--- src/rtl/sm_iter_divider_if.sv ---
// Start/busy/done request and result bundle for sm_iter_divider.
// master drives operands and start; slave returns the result.
interface sm_iter_divider_if #(
    parameter int WIDTH = 3
);
    logic             start;
    logic [WIDTH-1:0] dividend;
    logic             dividend_sign;
    logic [WIDTH-1:0] divisor;
    logic             divisor_sign;
    logic             busy;
    logic             done;
    logic [WIDTH-1:0] quotient;
    logic             quotient_sign;
    logic [WIDTH-1:0] remainder;
    logic             remainder_sign;
    logic             div_by_zero;

    modport master (
        output start, dividend, dividend_sign, divisor, divisor_sign,
        input  busy, done, quotient, quotient_sign,
        input  remainder, remainder_sign, div_by_zero
    );

    modport slave (
        input  start, dividend, dividend_sign, divisor, divisor_sign,
        output busy, done, quotient, quotient_sign,
        output remainder, remainder_sign, div_by_zero
    );
endinterface

--- src/rtl/sm_iter_divider.sv ---
// Sequential restoring sign-magnitude divider, one quotient bit per cycle.
// Optional SM_DIV_FAST_ZERO_EN: zero dividend completes in one cycle.
module sm_iter_divider #(
    parameter int WIDTH = 3
) (
    input  logic              clk,
    input  logic              rst_n,
    sm_iter_divider_if.slave  bus
);
    localparam int CW = $clog2(WIDTH + 1);

    typedef enum logic [1:0] {
        S_IDLE,
        S_RUN,
        S_DONE
    } state_t;

    state_t           r_state;
    state_t           w_state_nxt;
    logic [CW-1:0]    r_cnt;
    logic [WIDTH:0]   r_rem;
    logic [WIDTH-1:0] r_quo;
    logic [WIDTH-1:0] r_dvs;
    logic             r_dd_sign;
    logic             r_dv_sign;
    logic [WIDTH-1:0] r_q;
    logic [WIDTH-1:0] r_r;
    logic             r_qs;
    logic             r_rs;
    logic             r_dbz;

    logic [WIDTH:0]   w_shift;
    logic [WIDTH:0]   w_rem_nxt;
    logic [WIDTH-1:0] w_quo_nxt;
    logic             w_ge;
    logic             w_last;
    logic             w_dvs_zero;
    logic             w_acc;
    logic             w_ld_dbz;
    logic             w_ld_zero;
    logic             w_ld_run;

    // r_quo doubles as the dividend shifter: its MSB feeds the remainder.
    assign w_shift    = {r_rem[WIDTH-1:0], r_quo[WIDTH-1]};
    assign w_ge       = r_rem[WIDTH] | (w_shift >= {1'b0, r_dvs});
    assign w_rem_nxt  = w_ge ? (w_shift - {1'b0, r_dvs}) : w_shift;
    assign w_quo_nxt  = {r_quo[WIDTH-2:0], w_ge};
    assign w_last     = (r_cnt == CW'(1));
    assign w_dvs_zero = (bus.divisor == '0);

`ifdef SM_DIV_FAST_ZERO_EN
    logic w_dd_zero;
    assign w_dd_zero = (bus.dividend == '0);
`endif

    always_ff @(posedge clk or negedge rst_n) begin
        if (!rst_n) begin
            r_state <= S_IDLE;
        end else begin
            r_state <= w_state_nxt;
        end
    end

    always_comb begin
        w_state_nxt = r_state;
        w_acc       = 1'b0;
        w_ld_dbz    = 1'b0;
        w_ld_zero   = 1'b0;
        w_ld_run    = 1'b0;
        unique case (r_state)
            S_IDLE: begin
                if (bus.start) begin
                    w_acc = 1'b1;
                    if (w_dvs_zero) begin
                        w_ld_dbz    = 1'b1;
                        w_state_nxt = S_DONE;
                    end
`ifdef SM_DIV_FAST_ZERO_EN
                    else if (w_dd_zero) begin
                        w_ld_zero   = 1'b1;
                        w_state_nxt = S_DONE;
                    end
`endif
                    else begin
                        w_state_nxt = S_RUN;
                    end
                end
            end
            S_RUN: begin
                if (w_last) begin
                    w_ld_run    = 1'b1;
                    w_state_nxt = S_DONE;
                end
            end
            S_DONE: begin
                w_state_nxt = S_IDLE;
            end
            default: begin
                w_state_nxt = S_IDLE;
            end
        endcase
    end

    always_ff @(posedge clk or negedge rst_n) begin
        if (!rst_n) begin
            r_cnt     <= '0;
            r_rem     <= '0;
            r_quo     <= '0;
            r_dvs     <= '0;
            r_dd_sign <= 1'b0;
            r_dv_sign <= 1'b0;
            r_q       <= '0;
            r_qs      <= 1'b0;
            r_r       <= '0;
            r_rs      <= 1'b0;
            r_dbz     <= 1'b0;
        end else begin
            if (w_acc) begin
                r_rem     <= '0;
                r_quo     <= bus.dividend;
                r_dvs     <= bus.divisor;
                r_dd_sign <= bus.dividend_sign;
                r_dv_sign <= bus.divisor_sign;
                r_cnt     <= CW'(WIDTH);
            end else if (r_state == S_RUN) begin
                r_rem <= w_rem_nxt;
                r_quo <= w_quo_nxt;
                r_cnt <= r_cnt - CW'(1);
            end

            if (w_ld_dbz) begin
                r_q   <= '1;
                r_qs  <= 1'b1;
                r_r   <= '1;
                r_rs  <= 1'b1;
                r_dbz <= 1'b1;
            end else if (w_ld_zero) begin
                r_q   <= '0;
                r_qs  <= 1'b0;
                r_r   <= '0;
                r_rs  <= 1'b0;
                r_dbz <= 1'b0;
            end else if (w_ld_run) begin
                // Zero magnitudes never carry a negative sign.
                r_q   <= w_quo_nxt;
                r_qs  <= (|w_quo_nxt) & (r_dd_sign ^ r_dv_sign);
                r_r   <= w_rem_nxt[WIDTH-1:0];
                r_rs  <= (|w_rem_nxt[WIDTH-1:0]) & r_dd_sign;
                r_dbz <= 1'b0;
            end
        end
    end

    assign bus.busy           = (r_state != S_IDLE);
    assign bus.done           = (r_state == S_DONE);
    assign bus.quotient       = r_q;
    assign bus.quotient_sign  = r_qs;
    assign bus.remainder      = r_r;
    assign bus.remainder_sign = r_rs;
    assign bus.div_by_zero    = r_dbz;
endmodule

--- src/flat_wrapper.sv ---
// flat-port wrapper written by rule: the top's interface ports become plain ports
module sm_iter_divider_flat 
#(
    parameter int WIDTH = 3
)
  (clk, rst_n, bus_start, bus_dividend, bus_dividend_sign, bus_divisor, bus_divisor_sign, bus_busy, bus_done, bus_quotient, bus_quotient_sign, bus_remainder, bus_remainder_sign, bus_div_by_zero);
  sm_iter_divider_if #(.WIDTH(WIDTH)) bus_i ();
  input  logic clk;
  input  logic rst_n;
  input wire logic [$bits(bus_i.start)-1:0] bus_start;
  input wire logic [$bits(bus_i.dividend)-1:0] bus_dividend;
  input wire logic [$bits(bus_i.dividend_sign)-1:0] bus_dividend_sign;
  input wire logic [$bits(bus_i.divisor)-1:0] bus_divisor;
  input wire logic [$bits(bus_i.divisor_sign)-1:0] bus_divisor_sign;
  output wire logic [$bits(bus_i.busy)-1:0] bus_busy;
  output wire logic [$bits(bus_i.done)-1:0] bus_done;
  output wire logic [$bits(bus_i.quotient)-1:0] bus_quotient;
  output wire logic [$bits(bus_i.quotient_sign)-1:0] bus_quotient_sign;
  output wire logic [$bits(bus_i.remainder)-1:0] bus_remainder;
  output wire logic [$bits(bus_i.remainder_sign)-1:0] bus_remainder_sign;
  output wire logic [$bits(bus_i.div_by_zero)-1:0] bus_div_by_zero;
  assign bus_i.start = bus_start;
  assign bus_i.dividend = bus_dividend;
  assign bus_i.dividend_sign = bus_dividend_sign;
  assign bus_i.divisor = bus_divisor;
  assign bus_i.divisor_sign = bus_divisor_sign;
  assign bus_busy = bus_i.busy;
  assign bus_done = bus_i.done;
  assign bus_quotient = bus_i.quotient;
  assign bus_quotient_sign = bus_i.quotient_sign;
  assign bus_remainder = bus_i.remainder;
  assign bus_remainder_sign = bus_i.remainder_sign;
  assign bus_div_by_zero = bus_i.div_by_zero;
  sm_iter_divider #(.WIDTH(WIDTH)) u_core (.clk(clk), .rst_n(rst_n), .bus(bus_i));
endmodule
--- config.mk ---
export PLATFORM = sky130hd
export DESIGN_NAME = sm_iter_divider_flat
export DESIGN_NICKNAME = d
export VERILOG_FILES = /design/src/rtl/sm_iter_divider_if.sv /design/src/rtl/sm_iter_divider.sv /design/src/flat_wrapper.sv
export SDC_FILE = /design/constraint.sdc
export NUM_CORES = 1
export LEC_CHECK = 0
export CAP_MARGIN = 5
export CORE_MARGIN = 5
export CORE_UTILIZATION = 55
export CTS_CLUSTER_DIAMETER = 60
export DETAILED_ROUTE_END_ITERATION = 7
export GPL_TIMING_DRIVEN = 1
export PLACE_DENSITY = 0.82
export REMOVE_ABC_BUFFERS = 1
export SKIP_LAST_GASP = 1
export SYNTH_ARGS = -nofsm -noshare
export SYNTH_HDL_FRONTEND = slang
export SYNTH_SLANG_ARGS = --single-unit
export TNS_END_PERCENT = 5
--- constraint.sdc ---
create_clock -name clk -period 2.9 [get_ports clk]
set_input_delay 0.87 -clock clk [delete_from_list [all_inputs] [get_ports clk]]
set_output_delay 0.87 -clock clk [all_outputs]
set_load 0.005 [all_outputs]
==> results_dict.tcl <==
set metrics [dict create \
    status "finished clean" \
    skew_ns 0.003604 \
    clkTransAtPathRegs_ns 0.14 \
    power.total_mw 1.964 \
    crit_path_start_kind "flip-flop" \
    yosys_warnings 0 \
    ys_seq_area_frac 0.4826 \
    multi_input_area_sq_um 601.8 \
    fin_crit_ns 2.415 \
    worstPathRequired_ns 2.03 \
    syn_to_final_growth_pct 19.50 \
    critPathMaxFanout 5 \
    whs_path_depth 2 \
    grt_antenna_before_repair 0 \
    drt_iter0_drc 39 \
    grt_overflow_total 0 \
    tns_ns 0 \
    root_buffer "clkbuf_4" \
    synthFlopType "dfrtp_1" \
    setup_viol 0 \
    cts.sinks 25 \
    cap_violations 0 \
    diodes 0 \
    grt_pass1_vias 1050 \
    path_class "reg2out" \
    synthesis.area_sq_um 1296 \
    drive_gt1_frac 0.1184 \
    wl_per_cell_microns 16.06 \
    die_x_microns 58.55 \
    arrival_ns 1.55 \
    core_sq_um 2233 \
    nFillCells 162 \
    port_buffers 21 \
    powerDensity_nw_per_um2 1268 \
    synth_edf_count 0 \
    cts.repair.resized 0 \
    cts_hold_buf 0 \
    dp.final_hpwl_mm 2.220 \
    antenna_left 0 \
    max_freq_mhz 414.0 \
    netlist_instances 130 \
    leakage_nw 0.6882 \
    grt_pass1_wl_mm 4.919 \
    synth.distinct_cells 36 \
    firstDrtPassIters 4 \
    synth-seq-cells 25 \
    cts_max_level 1 \
    start_util 0.5804 \
    end_kind "output port" \
    hold_slack_ns 0.5127 \
    grtUsageTotal 0.1920 \
    die_h_microns 58.55 \
    rows 17 \
    ios 22 \
    wl_mm 2.890 \
    rsz0062_at_grt "no" \
    synthArstFlopShare 1.000 \
    min_period_over_period 0.8329 \
    gp_congestion 0.7795 \
    grt_max_degree 26 \
    drc 0 \
    reg2reg_depth 7 \
    slew_headroom 0.6150 \
    dieArea_sq_um 3428 \
    slew_violations 0 \
    finalWorstSetupSlack_ns 0.4846 \
    via_per_inst 5.928 \
    place_ws_ns 0.5618 \
    finalHoldViolations 0 \
    nets 169 \
    clk_path_buf_depth 2 \
    vias 1067 \
    final_util 0.6936 \
    ir_drop_mv 0.8404 \
    cts_buffers 3 \
    regArea_sq_um 625.6 \
    hold_path_class "reg2reg" \
    synth_area_per_cell_sq_um 9.971 \
    cts_tree "done" \
    post_cts_buffers 0 \
    clk_latency_ns 0.32 \
    max_slew.worst_pin.slew_ns 0.5762 \
]
[cell families after synthesis]
family | count (synthesis) | synth area share
muxes | 4 | 0.03764
adders and majority gates | 5 | 0.05406
and+or+nand+nor | 50 | 0.1834
buffers and inverters | 14 | 0.05308
AOI/OAI and AO/OA | 31 | 0.1824
xor gates and xnor gates | 1 | 0.006758
DFF | 25 | 0.4826
[layout by cell type, fill, tap and decap left out, drive strengths merged]
cell type / synthesis / final
or2b: 1 / 1
clkinv: 0 / 1
clkbuf: 1 / 3
o2111ai: 3 / 3
clkdlybuf4s50: 0 / 21
a21boi: 2 / 2
mux2: 4 / 4
o21ai: 4 / 4
o22ai: 4 / 4
nor2: 7 / 7
ha: 4 / 4
o211ai: 5 / 5
and2: 1 / 1
inv: 9 / 9
nand2b: 2 / 2
dfrtp: 25 / 25
nor3b: 1 / 1
buf: 4 / 2
a31oi: 3 / 3
xnor2: 1 / 1
nand2: 27 / 27
fa: 1 / 1
nand3: 4 / 4
a22oi: 5 / 5
a21oi: 2 / 2
o21a: 1 / 1
a21o: 1 / 1
or2: 1 / 1
a211o: 1 / 1
nor2b: 3 / 3
nor3: 3 / 3
[routing by layer]
| layer | global-route usage | vias to the layer above | wire [microns] |
|---|---|---|---|
| met3 | 0.04167 | 9 | 186 |
| li1 | - | 498 | - |
| met5 | 0 | - | 0 |
| met2 | 0.3174 | 41 | 1432 |
| met4 | 0.1093 | 0 | 90 |
| met1 | 0.2302 | 519 | 1180 |
[cell usage after synthesis (all sizes together), types with 4 or more instances]
cell type  count  area share
a22oi          5       0.033
buf            4       0.024
dfrtp         25        0.48
ha             4       0.039
inv            9       0.026
mux2           4       0.038
nand2         27       0.078
nand3          4       0.015
nor2           7       0.020
o211ai         5       0.033
o21ai          4       0.015
o22ai          4       0.019
[stage by stage]
step,instances,area (sq um)
2_1_floorplan,125,1261
3_3_place_gp,176,1521
3_5_place_dp,176,1521
4_1_cts,180,1549
5_1_grt,180,1549
6_report,180,1549
[worst paths after layout]
check | start | end | slack (ns)
max | u_core.r_state[0]$_DFFE_PN0P_ | bus_busy | 0.48
min | u_core.bus.quotient[2]$_DFFE_PN0P_ | u_core.bus.quotient[2]$_DFFE_PN0P_ | 0.51
max reg2reg | u_core.r_quo[2]$_DFFE_PN0P_ | u_core.bus.remainder[1]$_DFFE_PN0P_ | 0.73
min reg2reg | u_core.bus.quotient[2]$_DFFE_PN0P_ | u_core.bus.quotient[2]$_DFFE_PN0P_ | 0.51
max in group asynchronous | rst_n | u_core.r_dd_sign$_DFFE_PN0P_ | 1.77
min in group asynchronous | rst_n | u_core.r_rem[3]$_DFFE_PN0P_ | 0.89
[worst max-delay path: stages, from the launching register on]
cell and delay (ns):
dfrtp_1 0.47, or2_2 0.32, clkdlybuf4s50_1 0.44
[area by class of cell]
class                      instances  share of cell area
clock buffer                       3             0.01454
clock inverter                     1            0.003231
inverter                           9             0.02181
multi-input combinational         91              0.3885
sequential                        25              0.4039
tap                               28             0.02262
timing repair buffer              23              0.1454
[where the power goes]
| part | internal, mW | total, mW | switching, mW |
|---|---|---|---|
| logic | 0.541 | 1.15 | 0.614 |
| clock network | 0.0517 | 0.156 | 0.105 |
| registers | 0.522 | 0.653 | 0.131 |
[flip-flops by register name (all words and copies together), names as in the netlist]
| signal | count |
|---|---|
| u_core.r_cnt | 2 |
| u_core.r_dvs | 3 |
| u_core.r_rem | 4 |
| u_core.bus.remainder | 3 |
| u_core.r_state | 2 |
| u_core.bus.remainder_sign | 1 |
| u_core.bus.quotient | 3 |
| u_core.bus.div_by_zero | 1 |
| u_core.bus.quotient_sign | 1 |
| u_core.r_dv_sign | 1 |
| u_core.r_dd_sign | 1 |
| u_core.r_quo | 3 |
Power figures use the tool's default switching activity.
